--- src/rtl/fifo_param.sv ---
// Parametrised synchronous FIFO with occupancy FSM, programmable almost thresholds and sticky error.
// Define FIFO_FWFT_EN for first-word-fall-through output; default is a registered 1-cycle read.
module fifo_param #(
   parameter int DATA_WIDTH = 6,
   parameter int ADDR_WIDTH = 3
) (
   input  logic                  clk,
   input  logic                  reset_L,
   input  logic                  write,
   input  logic                  read,
   input  logic [DATA_WIDTH-1:0] buff_in,
   input  logic [ADDR_WIDTH:0]   umb_almost_full,
   input  logic [ADDR_WIDTH:0]   umb_almost_empty,
   input  logic                  error_clr,
   output logic [DATA_WIDTH-1:0] buff_out,
   output logic                  valid,
   output logic                  fifo_full,
   output logic                  fifo_empty,
   output logic                  almost_full,
   output logic                  almost_empty,
   output logic [ADDR_WIDTH:0]   data_count,
   output logic                  error
);

   localparam int                  DEPTH     = 1 << ADDR_WIDTH;
   localparam logic [ADDR_WIDTH:0] DEPTH_CNT = (ADDR_WIDTH+1)'(DEPTH);
   localparam logic [ADDR_WIDTH:0] CNT_ONE   = (ADDR_WIDTH+1)'(1);
   localparam logic [ADDR_WIDTH:0] CNT_ZERO  = (ADDR_WIDTH+1)'(0);
   localparam logic [ADDR_WIDTH-1:0] PTR_ONE  = ADDR_WIDTH'(1);
   localparam logic [ADDR_WIDTH-1:0] PTR_ZERO = ADDR_WIDTH'(0);

   typedef enum logic [1:0] {
      ST_EMPTY   = 2'd0,
      ST_PARTIAL = 2'd1,
      ST_FULL    = 2'd2
   } state_t;

   state_t                  state_q, state_d;
   logic [DATA_WIDTH-1:0]   mem_q [DEPTH];
   logic [ADDR_WIDTH-1:0]   wr_ptr_q, wr_ptr_d;
   logic [ADDR_WIDTH-1:0]   rd_ptr_q, rd_ptr_d;
   logic [ADDR_WIDTH:0]     count_q, count_d;
   logic                    almost_full_q, almost_empty_q;
   logic                    error_q, error_d;
   logic                    rd_ok_s, wr_ok_s, err_set_s;
   logic                    fifo_full_s, fifo_empty_s;

   assign fifo_full_s  = (state_q == ST_FULL);
   assign fifo_empty_s = (state_q == ST_EMPTY);

   // Acceptance, next occupancy, next FSM state and sticky-error update
   always_comb begin
      rd_ok_s   = read & ~fifo_empty_s;
      // A push on full is accepted when paired with a pop: the freed slot takes the new word.
      wr_ok_s   = write & (~fifo_full_s | read);
      err_set_s = (write & fifo_full_s & ~read) | (read & fifo_empty_s);
      count_d   = count_q;
      state_d   = state_q;
      error_d   = error_q;
      wr_ptr_d  = wr_ok_s ? wr_ptr_q + PTR_ONE : wr_ptr_q;
      rd_ptr_d  = rd_ok_s ? rd_ptr_q + PTR_ONE : rd_ptr_q;

      case ({wr_ok_s, rd_ok_s})
         2'b10:   count_d = count_q + CNT_ONE;
         2'b01:   count_d = count_q - CNT_ONE;
         default: count_d = count_q;
      endcase

      case (state_q)
         ST_EMPTY: begin
            if (wr_ok_s && !rd_ok_s) state_d = ST_PARTIAL;
            else                     state_d = ST_EMPTY;
         end
         ST_PARTIAL: begin
            if (count_d == DEPTH_CNT)     state_d = ST_FULL;
            else if (count_d == CNT_ZERO) state_d = ST_EMPTY;
            else                          state_d = ST_PARTIAL;
         end
         ST_FULL: begin
            if (rd_ok_s && !wr_ok_s) state_d = ST_PARTIAL;
            else                     state_d = ST_FULL;
         end
         default: state_d = ST_EMPTY;
      endcase

      if (err_set_s)      error_d = 1'b1;
      else if (error_clr) error_d = 1'b0;
      else                error_d = error_q;
   end

   // Storage array, intentionally not reset
   always_ff @(posedge clk) begin
      if (wr_ok_s) mem_q[wr_ptr_q] <= buff_in;
      else         mem_q[wr_ptr_q] <= mem_q[wr_ptr_q];
   end

   // Occupancy FSM, pointers, count and registered status flags
   always_ff @(posedge clk or negedge reset_L) begin
      if (!reset_L) begin
         state_q        <= ST_EMPTY;
         wr_ptr_q       <= PTR_ZERO;
         rd_ptr_q       <= PTR_ZERO;
         count_q        <= CNT_ZERO;
         almost_full_q  <= 1'b0;
         almost_empty_q <= 1'b0;
         error_q        <= 1'b0;
      end else begin
         state_q        <= state_d;
         wr_ptr_q       <= wr_ptr_d;
         rd_ptr_q       <= rd_ptr_d;
         count_q        <= count_d;
         almost_full_q  <= (count_d >= umb_almost_full);
         almost_empty_q <= (count_d <= umb_almost_empty);
         error_q        <= error_d;
      end
   end

`ifdef FIFO_FWFT_EN
   assign buff_out = fifo_empty_s ? {DATA_WIDTH{1'b0}} : mem_q[rd_ptr_q];
   assign valid    = ~fifo_empty_s;
`else
   logic [DATA_WIDTH-1:0] buff_out_q;
   logic                  valid_q;

   // Registered read port: data and a one-cycle valid pulse follow each accepted pop
   always_ff @(posedge clk or negedge reset_L) begin
      if (!reset_L) begin
         buff_out_q <= {DATA_WIDTH{1'b0}};
         valid_q    <= 1'b0;
      end else begin
         if (rd_ok_s) buff_out_q <= mem_q[rd_ptr_q];
         else         buff_out_q <= buff_out_q;
         valid_q <= rd_ok_s;
      end
   end

   assign buff_out = buff_out_q;
   assign valid    = valid_q;
`endif

   assign fifo_full    = fifo_full_s;
   assign fifo_empty   = fifo_empty_s;
   assign almost_full  = almost_full_q;
   assign almost_empty = almost_empty_q;
   assign data_count   = count_q;
   assign error        = error_q;

endmodule

--- config.mk ---
export PLATFORM = sky130hd
export DESIGN_NAME = fifo_param
export DESIGN_NICKNAME = d
export VERILOG_FILES = /design/src/rtl/fifo_param.sv
export SDC_FILE = /design/constraint.sdc
export NUM_CORES = 1
export LEC_CHECK = 0
export ABC_AREA = 1
export CELL_PAD_IN_SITES_DETAIL_PLACEMENT = 1
export CELL_PAD_IN_SITES_GLOBAL_PLACEMENT = 1
export CORE_MARGIN = 2
export CORE_UTILIZATION = 50
export CTS_BUF_LIST = sky130_fd_sc_hd__clkbuf_16
export CTS_CLUSTER_SIZE = 20
export DETAILED_ROUTE_END_ITERATION = 8
export DONT_BUFFER_PORTS = 1
export GPL_TIMING_DRIVEN = 0
export PLACE_DENSITY_LB_ADDON = 0.1
export SKIP_LAST_GASP = 1
export SYNTH_ARGS = -nofsm -noshare
export SYNTH_HDL_FRONTEND = slang
export SYNTH_SLANG_ARGS = --single-unit
--- constraint.sdc ---
create_clock -name clk -period 2.85 [get_ports clk]
set_input_delay 0.285 -clock clk [delete_from_list [all_inputs] [get_ports clk]]
set_output_delay 0.285 -clock clk [all_outputs]
set_load 0.01 [all_outputs]
### Word-level counts from Yosys, hierarchy flattened

Memory sizes are Yosys's and may differ from the RTL's. A register that Yosys moved wholly into a read port is not among the register bits.
Index checks and enable logic that the tools add are counted.

* bits in registers: 16
* memories kept: 1
* output and inout bits: 16
* RAM bits: 48

Memories
* mem_q: depth 8, bits a word 6, read ports 1, clocked after memory_dff 1, write ports 1, line 39 `logic [DATA_WIDTH-1:0] mem_q [DEPTH];`

* $add $sub $neg: 4
* reduce and logical (&&, ||, !) cells: 9
* equality and inequality tests: 6
* bitwise operators: 11
* $lt $le $gt $ge: 2
* multiplexer cells: 12

Operators by type and width (count)
* one-hot mux 4 bit (2 select lines): 1
* two-way mux 1 bit: 7
* adder 3 x 1 -> 3 bit (second input constant): 2
* two-way mux 6 bit: 1
* one-hot mux 2 bit (3 select lines): 1
* bitwise AND 1 bit: 5
* adder 4 x 1 -> 4 bit (second input constant): 1
* == test 2 x 1 -> 1 bit (second input constant): 2
* == test 2 bit (second input constant): 2
* == test 4 bit (second input constant): 1
* greater-or-equal comparator 4 bit: 1
* less-or-equal comparator 4 bit: 1
* zero test 4 bit: 1
* two-way mux 2 bit: 2
* subtractor 4 x 1 -> 4 bit (second input constant): 1
* zero test 1 bit: 3
* inverter 1 bit: 3
* OR 1 bit: 3
* logical AND 1 bit: 2
* zero test 2 bit: 1
* AND reduction 2 bit: 1
* nonzero test 2 bit: 1
* inequality test 0 bit: 1

### Logic depth before layout (Yosys ltp)

* word-level depth: 10
* mapped depth: 20

### Least setup slack after synthesis

No wires, ideal clock.

* path type: reg-to-reg
* start point: reg state_q[0]
* end point: reg almost_empty_q (netlist: almost_empty)
* buffers on the path: 2
* stages on the path, launching flop included: 16
* period minus slack after synthesis: 2.558 ns
* arrival time: 2.441 ns
* setup time: 0.117 ns
* setup slack: 0.292 ns
* cells stage by stage: dfrtp_1 > nor2_2 > nor2_1 > buf_4 > ha_1 > buf_6 > xor2_2 > ha_1 > nand2_1 > nand2_1 > ha_1 > inv_1 > o21bai_1 > nand4_1 > nand2_1 > nand2_1

* elaborated cells between the ends (all ways): 11
* those cells by class: order compare: 1; eq/ne: 3; mux: 1; bitwise: 5; reduce/logical: 1

RTL lines
* start: declaration: line 38 `state_t state_q, state_d;`
* start signal: assignment: line 108 `state_q <= state_d;`
* zero test 2 bit (*): line 49 `assign fifo_empty_s = (state_q == ST_EMPTY);`
* named net fifo_empty: line 18 `output logic fifo_empty,`
* inverter 1 bit (*): line 53 `rd_ok_s = read & ~fifo_empty_s;`
* bitwise AND 1 bit (*): line 53
* named net rd_ok_s: line 45 `logic rd_ok_s, wr_ok_s, err_set_s;`
* == test 2 x 1 -> 1 bit or == test 2 bit (tied branches): line 63 `case ({wr_ok_s, rd_ok_s})`
* one-hot mux 4 bit (2 select lines) (*): line 63
* named net count_d[1]: line 42 `logic [ADDR_WIDTH:0] count_q, count_d;`
* less-or-equal comparator 4 bit (*): line 113 `almost_empty_q <= (count_d <= umb_almost_empty);`
* end signal: assignment: line 113
* end: declaration: line 43 `logic almost_full_q, almost_empty_q;`

The timed path passes the listed nets; every way through them passes the cells marked *.
A chain may end at the register's enable or synchronous reset.

### Final worst setup path

Ends and elaborated chain as after synthesis.

==> report_table.html <==
<table>
<tr><th>Metric</th><th>Value</th></tr>
<tr><th colspan="2">Run status</th></tr>
<tr><td>Result of the run</td><td>finished, final reports clean</td></tr>
<tr><th colspan="2">Critical path</th></tr>
<tr><td>Critical path fanouts, max</td><td>12</td></tr>
<tr><td>Required time of the worst setup path</td><td>just over 3 ns</td></tr>
<tr><td>Arrival time worst endpoint</td><td>~2.9 ns</td></tr>
<tr><td>Kind of critical path</td><td>reg -&gt; reg</td></tr>
<tr><td>Startpoint type of the worst setup path</td><td>flop</td></tr>
<tr><td>Type of destination of the critical path</td><td>flop</td></tr>
<tr><td>Worst-path cell with the longest stage delay</td><td>sky130_fd_sc_hd__dfrtp_2</td></tr>
<tr><td>Crit path cell chain</td><td>nor2_4 -&gt; nor2_2 -&gt; buf_6 -&gt; ha_1 -&gt; buf_6 -&gt; xor2_2 -&gt; ha_1 -&gt; nand2_1 -&gt; nand2_2 -&gt; ha_1 -&gt; inv_1 -&gt; o21bai_1 -&gt; nand4_1 -&gt; nand2_1 -&gt; nand2_1</td></tr>
<tr><td>Longest individual stage delay on the worst path</td><td>around 0.45 ns</td></tr>
<tr><th colspan="2">Power and ir drop</th></tr>
<tr><td>P_int</td><td>between 2000 and 3000 uW</td></tr>
<tr><td>Net load switching power</td><td>~1600 uW</td></tr>
<tr><td>Part of the power in combinational logic</td><td>0.354</td></tr>
<tr><td>Switching power as a share of total power</td><td>0.3922</td></tr>
<tr><td>Pwr per Cell Area</td><td>1145 mW/mm^2</td></tr>
<tr><td>Clk network pwr share</td><td>0.270</td></tr>
<tr><td>IR drop worst, VDD</td><td>505.1 uV</td></tr>
<tr><td>Static leakage</td><td>roughly 0.0015 uW</td></tr>
<tr><td>Sequential fraction of design power</td><td>0.376</td></tr>
<tr><th colspan="2">Logic synthesis</th></tr>
<tr><td>Yosys top cell by area</td><td>sky130_fd_sc_hd__edfxtp_1</td></tr>
<tr><td>Adder-cell share of the synthesized area</td><td>0.04743</td></tr>
<tr><td>Synthesized-area fraction occupied by ao, oa, aoi and oai cells</td><td>0.09328</td></tr>
<tr><td>Synth Warn #</td><td>0</td></tr>
<tr><td>Most common cell in the synthesized netlist</td><td>sky130_fd_sc_hd__nand2_1</td></tr>
<tr><td>FF+latch count, synth</td><td>70</td></tr>
<tr><td>Simple-gate share of the synthesized area</td><td>0.1549</td></tr>
<tr><td>Fraction of synthesized cell area in xor and xnor cells</td><td>0.01897</td></tr>
<tr><td>Number of flops mapped to enable cells by yosys</td><td>between 40 and 50</td></tr>
<tr><td>Unique cell type count in the Yosys netlist</td><td>30</td></tr>
<tr><td>Proportion of synthesized chip area in sequential cells</td><td>0.6292</td></tr>
<tr><td>Post-synthesis mux area share</td><td>0</td></tr>
<tr><td>Proportion of register bits with asynchronous set or reset after synthesis</td><td>0.3143</td></tr>
<tr><td>Cell types with the largest area share after synthesis</td><td>sky130_fd_sc_hd__edfxtp_1 46%, sky130_fd_sc_hd__dfrtp_1 17%, sky130_fd_sc_hd__nand2_1 6.4%</td></tr>
<tr><td>Synth top cells by count</td><td>54 x sky130_fd_sc_hd__nand2_1, 48 x sky130_fd_sc_hd__edfxtp_1, 35 x sky130_fd_sc_hd__nor2_1</td></tr>
<tr><td>Synth Area per Inst</td><td>about 11 um^2</td></tr>
<tr><td>Area share of the leading cell type in the synthesized netlist</td><td>0.4553</td></tr>
<tr><td>Synthesized net count</td><td>319</td></tr>
<tr><td>Dominant combinational cell family by area after synthesis</td><td>simple AND/OR/NAND/NOR gates</td></tr>
<tr><td>Area of the mapped netlist</td><td>0.003166 mm^2</td></tr>
<tr><td>Main synth FF type</td><td>sky130_fd_sc_hd__edfxtp_1</td></tr>
<tr><td>Cell count after synthesis</td><td>288</td></tr>
<tr><th colspan="2">CTS</th></tr>
<tr><td>TritonCTS clock tree</td><td>built</td></tr>
<tr><td>Clock buffer depth</td><td>2</td></tr>
<tr><td>Buffers inserted during post-CTS setup optimization</td><td>0</td></tr>
<tr><td>Number of buffers created by CTS</td><td>9</td></tr>
<tr><td>H-tree level count</td><td>3</td></tr>
<tr><td>Clk sink count</td><td>70</td></tr>
<tr><td>Insertion delay of the later-clocked pin in the worst-skew pair</td><td>between 0.3 and 0.4 ns</td></tr>
<tr><td>CTS clk-pin slew, worst paths</td><td>approximately 0.060 ns</td></tr>
<tr><td>Cell chosen for the clock root</td><td>sky130_fd_sc_hd__clkbuf_16</td></tr>
<tr><th colspan="2">Route</th></tr>
<tr><td>Routed WL</td><td>7.799 mm</td></tr>
<tr><td>First-pass DRT Iterations</td><td>4</td></tr>
<tr><td>Post-detailed-route DRC marker count</td><td>0</td></tr>
<tr><td>Number of nets with antenna violations after routing</td><td>0</td></tr>
<tr><td>Overall via count from detail_route</td><td>~2.2k</td></tr>
<tr><td>Drt via density</td><td>roughly 5.7</td></tr>
<tr><td>Iter 0 DRT Violations</td><td>160</td></tr>
<tr><td>Avg WL per Cell</td><td>~20 um</td></tr>
<tr><th colspan="2">Global route</th></tr>
<tr><td>Wire length of the first global-routing pass</td><td>between 10 and 15 mm</td></tr>
<tr><td>Residual overflow from global routing</td><td>0</td></tr>
<tr><td>Total global-route track usage</td><td>0.2395</td></tr>
<tr><td>Largest net degree at the start of global routing</td><td>23</td></tr>
<tr><td>Initial antenna violation count</td><td>0</td></tr>
<tr><td>Number of global-route vias before repair</td><td>2439</td></tr>
<tr><th colspan="2">STA</th></tr>
<tr><td>Setup-violating endpoint count in the final report</td><td>0</td></tr>
<tr><td>Unrepaired setup endpoints after global routing</td><td>no</td></tr>
<tr><td>Maximum clock frequency</td><td>between 0.3 and 0.4 GHz</td></tr>
<tr><td>Post-Route Hold Slack</td><td>around 0.045 ns</td></tr>
<tr><td>Final cycle utilization of the critical path</td><td>0.9246</td></tr>
<tr><td>Final count of pins violating max slew</td><td>0</td></tr>
<tr><td>Final setup skew</td><td>0.005946 ns</td></tr>
<tr><td>Worst max-slew margin expressed relative to the limit</td><td>0.5207</td></tr>
<tr><td>Total Neg Setup Slack</td><td>0 ns</td></tr>
<tr><td>Number of hold-slack violations in the final timing report</td><td>0</td></tr>
<tr><td>Actual slew at the worst max-slew pin</td><td>approximately 0.72 ns</td></tr>
<tr><td>Final worst path period need</td><td>roughly 2.6 ns</td></tr>
<tr><th colspan="2">Placed design</th></tr>
<tr><td>GPL Wtd Cong</td><td>between 0.8 and 0.9</td></tr>
<tr><td>Dpl cells</td><td>363</td></tr>
<tr><td>Cell area after placement</td><td>0.003259 mm^2</td></tr>
<tr><td>Estimated wirelength of the detail-placed design</td><td>between 5 and 6 mm</td></tr>
<tr><td>Number of buffer cells added on primary ports</td><td>0</td></tr>
<tr><th colspan="2">Layout</th></tr>
<tr><td>Ant diodes</td><td>0</td></tr>
<tr><td>Share of cells above drive strength 1</td><td>0.1634</td></tr>
<tr><td>Area growth from synthesis to layout</td><td>14.27%</td></tr>
<tr><td>Post-Layout Inst Area</td><td>around 0.0036 mm^2</td></tr>
<tr><td>Fin nets</td><td>approximately 330</td></tr>
<tr><td>Core Util, Final</td><td>0.6003</td></tr>
<tr><td>Non-Filler Instances</td><td>~380</td></tr>
<tr><td>Fillers</td><td>between 600 and 700</td></tr>
<tr><th colspan="2">Die</th></tr>
<tr><td>Row count</td><td>28</td></tr>
<tr><td>Die height</td><td>83.57 um</td></tr>
<tr><td>Top-level I/O count</td><td>35</td></tr>
<tr><td>Starting utilization of the core area</td><td>0.5253</td></tr>
<tr><td>Horizontal die dimension</td><td>83.57 um</td></tr>
<tr><td>Total die area</td><td>around 0.0070 mm^2</td></tr>
<tr><td>Area of the placeable core</td><td>0.006026 mm^2</td></tr>
<tr><th colspan="2">Run</th></tr>
<tr><td>Number of violations of the max-capacitance limit</td><td>0</td></tr>
<tr><th colspan="2">Hold path</th></tr>
<tr><td>Hold Crit Class</td><td>in -&gt; reg</td></tr>
</table>
what timing repair did:
| item | 4_1_cts | 5_1_grt |
|---|---|---|
| resized for setup | 2 | 6 |
| hold buffers | 2 | 0 |
| endpoints found under the hold margin | 22 | 0 |
| setup endpoints to repair | 2 | 2 |
| pin swaps | 0 | 1 |
stage by stage:
step	setup slack [ns]	power, uW
after global placement	0.01528	2864
after global routing	0.008606	4414
after floorplan	0.2917	2545
after CTS	0.03846	4131
final	0.2149	4143
after detailed placement	-0.03223	2966
cell type report:
| cell class | count | area [um^2] | area share |
|---|---|---|---|
| Sequential cell | 70 | 1993 | 0.5510 |
| Clock inverter | 7 | 72.57 | 0.02006 |
| Multi-Input combinational cell | 180 | 1021 | 0.2823 |
| Timing Repair Buffer | 2 | 30.03 | 0.008302 |
| Inverter | 29 | 111.4 | 0.03079 |
| Buffer | 9 | 70.07 | 0.01937 |
| Tap cell | 75 | 93.84 | 0.02594 |
| Clock buffer | 9 | 225.2 | 0.06226 |
worst max-delay path: cells and delay by family, from the launching register on:
family	cells	cell delay, ns
buffers and inverters	3	0.33
AO/OA/AOI/OAI	1	0.13
flip-flops	1	0.45
adder cells (fa/ha/maj)	3	0.79
XOR/XNOR	1	0.18
AND/OR/NAND/NOR	7	0.63
power by group through the flow:
stage               Clock, uW  Sequential [uW]  Combinational [uW]
floorplan                   0             1520                1020
global placement            0             1560                1310
detailed placement          0             1570                1390
CTS                      1130             1560                1450
global route             1170             1580                1660
finish                   1120             1560                1470
registers in the layout, summed over array words and instances (netlist names):
| register | count |
|---|---|
| almost_full | 1 |
| wr_ptr_q | 3 |
| rd_ptr_q | 3 |
| error | 1 |
| state_q | 2 |
| buff_out | 6 |
| data_count | 4 |
| almost_empty | 1 |
| valid | 1 |
| mem_q | 48 |
cells in the final DEF, fill, tap and decap left out, types with 2 or more instances in the layout:
cell	netlist	routed
sky130_fd_sc_hd__a21oi_2	0	2
sky130_fd_sc_hd__buf_2	2	2
sky130_fd_sc_hd__buf_6	3	4
sky130_fd_sc_hd__clkbuf_1	2	2
sky130_fd_sc_hd__clkbuf_16	0	9
sky130_fd_sc_hd__clkinv_2	0	2
sky130_fd_sc_hd__clkinvlp_4	0	2
sky130_fd_sc_hd__dfrtp_1	22	21
sky130_fd_sc_hd__edfxtp_1	48	48
sky130_fd_sc_hd__ha_1	12	12
sky130_fd_sc_hd__inv_1	23	23
sky130_fd_sc_hd__inv_2	5	5
sky130_fd_sc_hd__nand2_1	54	53
sky130_fd_sc_hd__nand2_2	8	9
sky130_fd_sc_hd__nand3_1	6	6
sky130_fd_sc_hd__nand3_2	2	2
sky130_fd_sc_hd__nand4_1	3	3
sky130_fd_sc_hd__nor2_1	35	34
sky130_fd_sc_hd__nor2_2	2	2
sky130_fd_sc_hd__nor2_4	1	2
sky130_fd_sc_hd__o211ai_1	7	7
sky130_fd_sc_hd__o21ai_0	19	19
sky130_fd_sc_hd__o21ai_1	8	8
sky130_fd_sc_hd__o221ai_1	6	6
sky130_fd_sc_hd__o22ai_1	6	6
sky130_fd_sc_hd__xor2_1	3	3
logic make-up (layout without fill, tap and decap cells):
| group | count (synthesis) | after routing |
|---|---|---|
| and+or+nand+nor | 113 | 113 |
| DFF | 70 | 70 |
| AOI/OAI and AO/OA | 49 | 49 |
| buffers and inverters | 38 | 56 |
| adders and majority gates | 12 | 12 |
| xor gates and xnor gates | 6 | 6 |
final timing paths:
check	slack, ns	cells after the start	to	from
setup / recovery	0.21	15	almost_empty	state_q[0]
hold / removal	0.04	0	mem_q[3][3]	buff_in[3]
setup reg to reg	0.21	15	almost_empty	state_q[0]
hold reg to reg	0.55	2	buff_out[4]	buff_out[4]
max in group asynchronous	2.29	2	state_q[0]	reset_L
min in group asynchronous	0.40	2	error	reset_L
per-layer routing:
metal	vias up	track usage	share of wire
met5	-	0	0
met4	0	0.07918	0.014
met3	12	0.07319	0.064
met2	69	0.4029	0.50
met1	1088	0.2949	0.42
li1	1011	-	-
(Power assumes the default switching activity.)
